## src/rtl/uart_rx_param.sv

```systemverilog
// UART receiver: runtime baud divisor, start-glitch reject, sticky errors.
// Optional parity support is compiled in with UART_RX_PARITY_EN.
module uart_rx_param #(
  parameter int DATA_BITS = 8,
  parameter int DIV_W     = 16
) (
  input  logic                 clk,
  input  logic                 resetn,
  input  logic                 pin,
  input  logic [DIV_W-1:0]     div,
  input  logic                 rd,
  input  logic                 err_clr,
  input  logic [7:0]           ctrl,
  output logic [DATA_BITS-1:0] data,
  output logic [7:0]           state
);

  localparam int BW = $clog2(DATA_BITS + 1);

`ifdef UART_RX_PARITY_EN
  typedef enum logic [2:0] {
    IDLE, START, DATA, PARITY, STOP, BREAK
  } st_t;
`else
  typedef enum logic [2:0] {
    IDLE, START, DATA, STOP, BREAK
  } st_t;
`endif

  st_t                  st;
  logic                 sync1;
  logic                 rxs;
  logic [DIV_W-1:0]     cnt;
  logic [DIV_W-1:0]     dlat;
  logic [BW-1:0]        bitcnt;
  logic [DATA_BITS-1:0] sh;
  logic                 busy;
  logic                 contains_data;
  logic                 overrun;
  logic                 frame_err;
  logic                 parity_bit;
  logic [DIV_W-1:0]     d_eff;
  logic                 last_full;
  logic                 last_half;

  assign d_eff = (div < DIV_W'(4)) ? DIV_W'(4) : div;
  assign last_full = (cnt == dlat - DIV_W'(1));
  assign last_half = (cnt == (dlat >> 1) - DIV_W'(1));

`ifdef UART_RX_PARITY_EN
  logic par_on;
  logic par_odd;
  logic parity_err;
  logic unused_ctrl;
  assign unused_ctrl = ^ctrl[4:3];
  assign parity_bit  = parity_err;
`else
  logic unused_ctrl;
  assign unused_ctrl = ^ctrl[4:1];
  assign parity_bit  = 1'b0;
`endif

  assign state = {ctrl[7:5], parity_bit, frame_err,
                  overrun, contains_data, busy};

  always_ff @(posedge clk or posedge resetn) begin
    if (resetn) begin
      st            <= IDLE;
      sync1         <= 1'b1;
      rxs           <= 1'b1;
      cnt           <= '0;
      dlat          <= DIV_W'(4);
      bitcnt        <= '0;
      sh            <= '0;
      data          <= '0;
      busy          <= 1'b0;
      contains_data <= 1'b0;
      overrun       <= 1'b0;
      frame_err     <= 1'b0;
`ifdef UART_RX_PARITY_EN
      par_on        <= 1'b0;
      par_odd       <= 1'b0;
      parity_err    <= 1'b0;
`endif
    end else begin
      sync1 <= pin;
      rxs   <= sync1;
      if (rd) contains_data <= 1'b0;
      // Clears come first so a same-cycle error set below wins.
      if (err_clr) begin
        overrun   <= 1'b0;
        frame_err <= 1'b0;
`ifdef UART_RX_PARITY_EN
        parity_err <= 1'b0;
`endif
      end
      case (st)
        IDLE: begin
          busy <= 1'b0;
          cnt  <= '0;
          if (ctrl[0] && !rxs) begin
            st     <= START;
            busy   <= 1'b1;
            dlat   <= d_eff;
            bitcnt <= '0;
`ifdef UART_RX_PARITY_EN
            par_on  <= ctrl[2];
            par_odd <= ctrl[1];
`endif
          end
        end
        START: begin
          if (last_half) begin
            cnt <= '0;
            if (rxs) begin
              st   <= IDLE;
              busy <= 1'b0;
            end else begin
              st <= DATA;
            end
          end else begin
            cnt <= cnt + DIV_W'(1);
          end
        end
        DATA: begin
          if (last_full) begin
            cnt    <= '0;
            sh     <= {rxs, sh[DATA_BITS-1:1]};
            bitcnt <= bitcnt + BW'(1);
            if (bitcnt == BW'(DATA_BITS - 1)) begin
`ifdef UART_RX_PARITY_EN
              st <= par_on ? PARITY : STOP;
`else
              st <= STOP;
`endif
            end
          end else begin
            cnt <= cnt + DIV_W'(1);
          end
        end
`ifdef UART_RX_PARITY_EN
        PARITY: begin
          if (last_full) begin
            cnt <= '0;
            st  <= STOP;
            if (rxs != ((^sh) ^ par_odd)) parity_err <= 1'b1;
          end else begin
            cnt <= cnt + DIV_W'(1);
          end
        end
`endif
        STOP: begin
          if (last_full) begin
            cnt           <= '0;
            data          <= sh;
            contains_data <= 1'b1;
            if (contains_data && !rd) overrun <= 1'b1;
            if (rxs) begin
              st   <= IDLE;
              busy <= 1'b0;
            end else begin
              frame_err <= 1'b1;
              st        <= BREAK;
            end
          end else begin
            cnt <= cnt + DIV_W'(1);
          end
        end
        BREAK: begin
          if (rxs) begin
            st   <= IDLE;
            busy <= 1'b0;
          end
        end
        default: begin
          st   <= IDLE;
          busy <= 1'b0;
        end
      endcase
    end
  end

endmodule

```

## config.mk

```make
export PLATFORM = sky130hd
export DESIGN_NAME = uart_rx_param
export DESIGN_NICKNAME = d
export VERILOG_FILES = /design/src/rtl/uart_rx_param.sv
export SDC_FILE = /design/constraint.sdc
export NUM_CORES = 1
export LEC_CHECK = 0
export BUFFER_PORTS_ARGS = -buffer_cell sky130_fd_sc_hd__buf_2
export CAP_MARGIN = 15
export CORE_UTILIZATION = 59
export DETAILED_ROUTE_END_ITERATION = 10
export PLACE_DENSITY = 0.8
export SYNTH_ARGS = -nofsm -noshare
export SYNTH_HDL_FRONTEND = slang
export SYNTH_SLANG_ARGS = --single-unit
```

## constraint.sdc

```tcl
create_clock -name clk -period 3.9 [get_ports clk]
set_input_delay 0.39 -clock clk [delete_from_list [all_inputs] [get_ports clk]]
set_output_delay 0.39 -clock clk [all_outputs]
set_load 0.005 [all_outputs]
```

* Yosys cells after proc, flatten, opt, wreduce, memory -nomap -nowiden
Index checks and enable logic that the tools add are counted.
** Storage, ports and cells
- Flip-flop bits (word level) :: 61
- Input port bits :: 29
- Output and inout bits :: 16
- Word-level logic and storage cells :: 77
** Cells by class
- Add/subtract/negate cells :: 4
- $lt $le $gt $ge :: 1
- Eq/ne operators :: 13
- Mux-type cells :: 32
- Bitwise operators :: 1
- Reduce and logical (&&, ||, !) cells :: 14
** Operators by type and width (count)
- two-way mux 16 bit :: 3
- one-hot mux 16 bit (3 select lines) :: 1
- == test 16 bit :: 2
- two-way mux 3 bit :: 7
- adder 16 x 1 -> 16 bit (second input constant) :: 1
- less-than comparator 16 x 3 -> 1 bit (second input constant) :: 1
- subtractor 15 x 1 -> 16 bit (second input constant) :: 1
- subtractor 16 x 1 -> 16 bit (second input constant) :: 1
- two-way mux 1 bit :: 15
- one-hot mux 3 bit (5 select lines) :: 1
- != test 2 bit (second input constant) :: 6
- two-way mux 4 bit :: 2
- one-hot mux 4 bit (2 select lines) :: 1
- == test 3 x 2 -> 1 bit (second input constant) :: 2
- AND reduction 2 bit :: 3
- AND reduction 3 bit :: 2
- AND reduction 6 bit :: 1
- one-hot mux 1 bit (5 select lines) :: 1
- adder 4 x 1 -> 4 bit (second input constant) :: 1
- == test 4 x 3 -> 1 bit (second input constant) :: 1
- == test 3 x 1 -> 1 bit (second input constant) :: 1
- == test 3 bit (second input constant) :: 1
- zero test 3 bit :: 1
- nonzero test 3 bit :: 1
- 6 further kinds :: 8

* Logic depth before layout (Yosys ltp)
Gate-level depths: netlist of the first run.
- Word-level depth :: 5
- Gate-level depth with buffers :: 11
- Depth with buffers taken out :: 10

* Least setup slack after synthesis of the first run
No wires, ideal clock.
- Path kind :: reg-to-reg
- Start :: register dlat[1]
- End :: register data[4]
- Library setup time :: 0.127 ns
- Arrival :: 2.685 ns
- Data required time :: 3.773 ns
- Path slack :: 1.087 ns
- Cell stages (with the launch flop) :: 11
- Path buffers :: 1
- Cells stage by stage :: dfrtp_1 inv_1 ha_1 nor4b_1 and2_1 nand3_1 xnor2_1 nor4b_4 nand4_2 buf_6 mux2_1
** On the way
- Longest elaborated chain between the ends :: 3
** Ends and longest elaborated chain
- start: declaration :: line 34 : logic [DIV_W-1:0] dlat;
- start signal: assignment :: line 72 : dlat <= DIV_W'(4);
- start signal: assignment :: line 104 : dlat <= d_eff;
- subtractor 16 x 1 -> 16 bit :: line 47 : assign last_full = (cnt == dlat - DIV_W'(1));
- == test 16 bit :: line 47
- AND reduction 2 bit (no source line)
- end signal: assignment :: line 155 : data <= sh;
- end: declaration :: line 14 : output logic [DATA_BITS-1:0] data,
No other way between the ends.
A chain may end at the register's enable or synchronous reset.

* Worst setup path in the final report of the first run
- Start :: register dlat[0]
- End :: register st[0]
** On the way
- Longest elaborated chain between the ends :: 4
** Ends and longest elaborated chain
- subtractor 16 x 1 -> 16 bit (*) :: line 47
- == test 16 bit (*) :: line 47
- != test 2 bit (no source line)
- AND reduction 6 bit (no source line) (*)
- end signal: assignment :: line 68 : st <= IDLE;
- end signal: assignment :: line 102 : st <= START;
- end signal: assignment :: line 116 : st <= IDLE;
- end: declaration :: line 30 : st_t st;
Mark *: on every way between the ends. The rest lies on a longest branch, timed or not.

==> run_results.csv, run 1 <==
group,metric,value,unit
run_status,status,"finished, final reports clean",
critical_path,rrSetupSlack,410,ps
critical_path,path_class,"reg2reg",
synthesis,synth_warnings,0,
clock_tree,cts.sinks,61,
timing,setup_violations,0,
clock_tree,cts.clk_slew.worst_paths,70,ps
detailed_routing,dr.pass1.iters,5,
timing,rsz0062_at_grt,"false",
placement,io_buffers,33,
global_route,grt_antenna_before_repair,0,
critical_path,cp_cell_sequence,"inv_1 > ha_1 > nor3b_1 > nand3_1 > o31ai_1 > nand4_1 > nor4b_4 > nor2_1 > nor2_2 > mux2_1",
global_route,grt_pass1_wl,14.52,mm
detailed_routing,ant_nets,0,
floorplanning,core_region_area,6386,um^2
critical_path,worstPathMaxFanout,11,
clock_tree,htreeDepth,3,
timing,worstMarginPinSlew,994.2,ps
synthesis,ys_async_sr_fraction,1.000,
synthesis,ys_ff_latch,61,
power,p_leak,1.901,nW
layout,fill_cells,506,
synthesis,synth_edf_count,0,
layout,nNetsFinal,489,
timing,final_max_slew_viol_count,0,
detailed_routing,avgRoutedWirePerCell,16.39,um
critical_path,critPathCaptureType,"flip-flop",
synthesis,ys.flop_type,"dfrtp_1",
floorplanning,initial_utilization,0.6179,
synthesis,syn_area_per_cell,8.673,um^2
placement,pre_cts_ws,507.1,ps
detailed_routing,post-route-drc-count,0,
timing,skew,11.93,ps
flow_run,max_cap_violations,0,
synthesis,synth_area,3946,um^2
synthesis,synth-seq-area-share,0.3878,
floorplanning,ios,45,
global_route,grt_start_max_net_pins,34,
placement,place.gp.congestion,0.9307,
floorplanning,rows,29,
global_route,grt_use_total,0.2643,
timing,timing.fmax,286.5,MHz
clock_tree,clock_latency,340,ps
layout,diodes,0,
detailed_routing,routed_via_density,6.065,
detailed_routing,routed_wl,8.816,mm
clock_tree,cts_root_buffer,"clkbuf_8",
placement,dpl.hpwl,6.232,mm
timing,final-hold-violation-count,0,
timing,slew-limit-headroom,0.3336,
detailed_routing,drt_iter0_drc,279,
timing,fin_setup_tns,0,ps
critical_path,slowest_stage,"nor3b_1",
critical_path,start_kind,"flip-flop",
timing,post-route-min-period,3490,ps
global_route,overflow,0,
critical_path,critPathRequiredTime,4110,ps
synthesis,yosysUniqueCellTypes,62,
timing,whs,113.3,ps
floorplanning,fp.dieW,83.79,um
clock_tree,numCtsBuffers,9,
critical_path,arrival,3700,ps
power,powerDensity,610.4,nW/um^2
critical_path,reg2regPathDepth,10,
layout,synthToLayoutAreaGrowth,6.468,%
layout,drive_gt1_frac,0.1822,
synthesis,syn_inst,455,
timing,layout_setup_ws,409.5,ps
clock_tree,clockBufferDepth,2,
floorplanning,dieArea,7020,um^2
timing,post-route-period-util,0.8950,
synthesis,synthesis.nets,488,
clock_tree,cts-hold-fix-buffers,0,
min_path,hold_path_class,"in2async",
global_route,grt_pass1_vias,2969,
clock_tree,cts.repair.resized,0,
floorplanning,die_h,83.79,um
clock_tree,postCtsSetupBuffers,0,
power,vdd_ir_drop_max,499.5,uV
clock_tree,cts_tree,"yes",
detailed_routing,num_vias,3263,
critical_path,crit_path_max_incr_delay,520,ps
==> worst max-delay path: cells and delay by family (launching register included) <==
family                   cells  cell delay [ps]
buffers and inverters        1              140
adder cells (fa/ha/maj)      1              200
flip-flops                   1              450
AND/OR/NAND/NOR              6             1900
multiplexers                 1              350
AO/OA/AOI/OAI                1              340
==> stage by stage <==
| step | instance area, um^2 | power (mW) | utilization | instances |
|---|---|---|---|---|
| finish | 4202 | 2.565 | 0.6579 | 538 |
| CTS | 4202 | 2.548 | 0.6579 | 538 |
| floorplan | 3946 | 1.776 | - | 455 |
| global route | 4202 | 2.710 | 0.6579 | 538 |
| global placement | 4008 | 1.924 | 0.6275 | 522 |
| detailed placement | 4008 | 1.975 | 0.6275 | 522 |
==> power by group <==
| part | internal [mW] | leakage (nW) | switching (mW) |
|---|---|---|---|
| Combinational | 0.422 | 1.00 | 0.537 |
| Sequential | 0.755 | 0.808 | 0.293 |
| Clock | 0.313 | 0.0899 | 0.244 |
==> final timing paths <==
check                                     from             endpoint
min in group clk                           pin      sync1$_DFF_PP1_
max                        dlat[0]$_DFFE_PP0P_    st[0]$_DFFE_PP0P_
max in group asynchronous               resetn  dlat[2]$_DFFE_PP1P_
max reg2reg                dlat[0]$_DFFE_PP0P_    st[0]$_DFFE_PP0P_
min                                     resetn    overrun$_DFF_PP0_
min reg2reg                    sync1$_DFF_PP1_        rxs$_DFF_PP1_
==> cell type report <==
type	instances	area [um^2]	area share
sequential	61	1530	0.3642
clock buffer	13	148.9	0.03544
clock inverter	3	45.04	0.01072
inverter	13	48.80	0.01161
timing repair buffer	37	195.2	0.04646
tap	77	96.34	0.02293
multi-input combinational	334	2137	0.5086
==> registers in the layout, summed over array words and instances (netlist names) <==
register       flops
cnt               16
overrun            1
sync1              1
contains_data      1
sh                 8
data               8
busy               1
frame_err          1
dlat              16
st                 3
bitcnt             4
rxs                1
==> cell usage after synthesis, types with 4 or more instances <==
library cell | count | share of area
or2_2 | 5 | 0.0079
nor2_1 | 31 | 0.029
nor2b_1 | 6 | 0.0095
mux2_2 | 9 | 0.026
mux2_1 | 5 | 0.014
nand3_1 | 8 | 0.010
buf_1 | 4 | 0.0038
nor4_1 | 7 | 0.011
ha_1 | 4 | 0.013
buf_4 | 9 | 0.017
xor2_1 | 20 | 0.044
o21ai_1 | 4 | 0.0051
a31oi_1 | 4 | 0.0063
and3_1 | 5 | 0.0079
or4_1 | 5 | 0.0095
mux2_4 | 5 | 0.019
buf_2 | 8 | 0.010
nor3_1 | 8 | 0.010
a21oi_1 | 14 | 0.018
o21ai_0 | 19 | 0.024
nand2_1 | 80 | 0.076
o31ai_1 | 5 | 0.0095
inv_1 | 13 | 0.012
o22ai_1 | 5 | 0.0079
dfrtp_1 | 58 | 0.37
clkbuf_1 | 24 | 0.023
o211ai_1 | 9 | 0.017
or3_1 | 9 | 0.014
xnor2_1 | 24 | 0.053
==> cells by family after synthesis <==
group,count (synthesis),share of synthesized area
AO/OA/AOI/OAI,76,0.1227
XOR/XNOR,44,0.09765
adder cells (fa/ha/maj),4,0.01268
buffers and inverters,60,0.07197
flip-flops,61,0.3878
multiplexers,22,0.06658
other,1,0.0009503
AND/OR/NAND/NOR,187,0.2397
==> layer usage <==
| layer | track usage | vias to the layer above | part of all wire |
|---|---|---|---|
| li1 | - | 1553 | - |
| met1 | 0.3704 | 1545 | 0.45 |
| met2 | 0.4021 | 138 | 0.46 |
| met3 | 0.05045 | 27 | 0.065 |
| met4 | 0.1125 | 0 | 0.025 |
| met5 | 0 | - | 0 |
==> cell usage in the layout (no fill, tap or decap), types with 3 or more instances in the layout <==
master / count
a21oi_1: 14
a31oi_1: 4
and3_1: 5
buf_2: 33
buf_4: 4
clkbuf_1: 3
clkbuf_8: 10
dfrtp_1: 58
dfstp_2: 3
ha_1: 4
inv_1: 12
mux2_1: 5
mux2_2: 9
mux2_4: 5
mux2i_1: 3
nand2_1: 80
nand3_1: 8
nand4_1: 3
nor2_1: 31
nor2b_1: 6
nor3_1: 7
nor4_1: 7
o211ai_1: 9
o21ai_0: 19
o21ai_1: 4
o22ai_1: 5
o31ai_1: 5
or2_2: 5
or3_1: 9
or4_1: 5
xnor2_1: 24
xor2_1: 20
Note: power is estimated with default switching activity, not from simulation.
==> run 2, diff against run 1 <==
==> constraint.sdc (replaced) <==
create_clock -name clk -period 4 [get_ports clk]
set_input_delay 0.4 -clock clk [delete_from_list [all_inputs] [get_ports clk]]
set_output_delay 0.4 -clock clk [all_outputs]
set_load 0.005 [all_outputs]
==> run 2 against run 1 <==
  * Sequential power is essentially flat
  * Final area is essentially flat
  * Wire length grew 0.25%
  * Combinational power shrank 3.3%
  * Largest cell class unchanged
  * Sequential cell count is the same
  * Via count grew 2.5%
  * Maximum frequency shrank 1.5%
  * Sequential share of layout area is essentially flat
  * Highest routed layer unchanged
  * Clock-buffer cell count shrank 4
  * Worst setup slack gained 49 ps
  * Non-clock buffer count is the same
==> run_results.csv, run 2 (same netlist as run 1, synthesis figures left out) <==
group,metric,value,unit
run_status,status,"finished, final reports clean",
floorplanning,initial_utilization,0.6179,
critical_path,reg2reg_from,"dlat[0]$_DFFE_PP0P_",
layout,postLayoutCellArea,4204,um^2
layout,utilization,0.6583,
layout,synthToLayoutAreaGrowth,6.531,%
placement,place.gp.congestion,0.9163,
clock_tree,clock_latency,350,ps
layout,drive_gt1_frac,0.1887,
placement,dpl.hpwl,6.267,mm
detailed_routing,dr.pass1.iters,5,
timing,skew,9.926,ps
clock_tree,postCtsSetupBuffers,0,
timing,final_max_slew_viol_count,0,
clock_tree,cts.repair.resized,0,
power,seqPwrFrac,0.408,
critical_path,critPathRequiredTime,4210,ps
critical_path,arrival,3760,ps
placement,numPlacedInstances,522,
floorplanning,ios,45,
clock_tree,cts.clk_slew.worst_paths,70,ps
placement,dpl_cell_area,4008,um^2
layout,final_common_cell,"nand2_1",
critical_path,path_class,"reg2reg",
global_route,overflow,0,
critical_path,endpoint,"cnt[13]$_DFFE_PP0P_",
power,p_int,1.435,mW
timing,timing.fmax,282.3,MHz
timing,worstMarginPinSlew,1020,ps
power,clkPwrFrac,0.221,
detailed_routing,drt_iter0_drc,315,
global_route,grt_pass1_vias,3134,
critical_path,rrSetupSlack,460,ps
critical_path,critPathCaptureType,"flip-flop",
detailed_routing,post-route-drc-count,0,
timing,rsz0062_at_grt,"false",
power,vdd_ir_drop_max,612.0,uV
floorplanning,core_region_area,6386,um^2
power,powerDensity,593.2,nW/um^2
power,total_power,2.494,mW
min_path,hold_path_class,"in2reg",
flow_run,max_cap_violations,0,
critical_path,reg2regPathDepth,11,
global_route,grt_pass1_wl,14.99,mm
critical_path,worst_path_dominant_cell_family,"simple AND/OR/NAND/NOR gates",
critical_path,path_buf_inv,2,
floorplanning,die_h,83.79,um
clock_tree,cts.sinks,61,
clock_tree,cts_root_buffer,"clkbuf_8",
clock_tree,clockBufferDepth,2,
clock_tree,numCtsBuffers,9,
power,swShare,0.4248,
timing,post-route-min-period,3542,ps
floorplanning,dieArea,7020,um^2
critical_path,crit_start,"dlat[0]$_DFFE_PP0P_",
critical_path,start_kind,"flip-flop",
timing,fin_setup_tns,0,ps
placement,pre_cts_ws,526.1,ps
power,power_frac_comb,0.372,
global_route,grt_antenna_before_repair,0,
detailed_routing,routed_wl,8.838,mm
layout,stdcell_count,538,
layout,nNetsFinal,489,
floorplanning,rows,29,
timing,setup_violations,0,
clock_tree,cts-hold-fix-buffers,0,
critical_path,worstPathMaxFanout,11,
clock_tree,htreeDepth,3,
timing,whs,149.2,ps
global_route,grt_start_max_net_pins,62,
layout,diodes,0,
power,netSwitchingPower,1.059,mW
critical_path,slowest_stage,"nor3b_1",
detailed_routing,ant_nets,0,
critical_path,crit_cells,11,
critical_path,timing.rr.end,"cnt[13]$_DFFE_PP0P_",
critical_path,crit_path_max_incr_delay,510,ps
timing,post-route-period-util,0.8855,
floorplanning,fp.dieW,83.79,um
layout,layout_common_cells,"nand2_1, dfrtp_1, buf_2",
critical_path,cp_cell_sequence,"inv_1 > ha_1 > nor3b_1 > nand3_1 > o31ai_1 > nand4_1 > nor4b_4 > nor2_1 > nor2_2 > buf_4 > o211ai_1",
global_route,grt_use_total,0.2714,
detailed_routing,routed_via_density,6.219,
timing,layout_setup_ws,458.2,ps
layout,largestRegisters,"cnt: 16 flops, dlat: 16 flops",
timing,slew-limit-headroom,0.3163,
timing,final-hold-violation-count,0,
detailed_routing,num_vias,3346,
clock_tree,cts_tree,"yes",
power,p_leak,1.907,nW
placement,io_buffers,33,
detailed_routing,avgRoutedWirePerCell,16.43,um
==> run 2: cell count changes in the layout (fill, tap and decap cells not counted) <==
| cell | delta |
|---|---|
| inv_6 | +2 |
| clkinv_2 | +2 |
| clkbuf_1 | -3 |
| clkbuf_8 | -1 |
==> run 2: worst min-delay path by stage <==
stage | start | end | slack, ps | cells after the start
floorplan | sync1$_DFF_PP1_ | rxs$_DFF_PP1_ | 350 | 0
global placement | sync1$_DFF_PP1_ | rxs$_DFF_PP1_ | 350 | 0
detailed placement | sync1$_DFF_PP1_ | rxs$_DFF_PP1_ | 350 | 0
CTS | pin | sync1$_DFF_PP1_ | 140 | 1
global route | pin | sync1$_DFF_PP1_ | 130 | 1
finish | pin | sync1$_DFF_PP1_ | 150 | 1
==> run 2: power by group through the flow <==
| stage | Combinational, mW | Clock, mW | Sequential [mW] |
|---|---|---|---|
| floorplan | 0.924 | 0 | 0.808 |
| global placement | 0.867 | 0 | 1.01 |
| detailed placement | 0.910 | 0 | 1.02 |
| CTS | 0.918 | 0.559 | 1.01 |
| global route | 1.03 | 0.584 | 1.04 |
| finish | 0.927 | 0.551 | 1.02 |
==> run 2: area by class of cell <==
class                           instances  area, um^2
Sequential cell                        61        1530
Clock buffer                            9       123.9
Fill cell                             506        2182
Clock inverter                          7       72.57
Timing Repair Buffer                   37       195.2
Inverter                               13       48.80
Tap cell                               77       96.34
Multi-Input combinational cell        334        2137
==> run 2: routing by layer <==
metal / track usage / up-vias / part of all wire
met1: 0.3725 / 1624 / 0.45
met4: 0.1002 / 0 / 0.018
met2: 0.4228 / 142 / 0.47
met5: 0 / - / 0
met3: 0.06034 / 24 / 0.060
li1: - / 1556 / -
==> run 2: worst register-to-register path, cell delays in order, from the launching register on <==
cell      delay, ps
dfrtp_1         450
inv_1           160
ha_1            220
nor3b_1         510
nand3_1         150
o31ai_1         340
nand4_1         200
nor4b_4         450
nor2_1          300
nor2_2          280
buf_4           230
o211ai_1        130
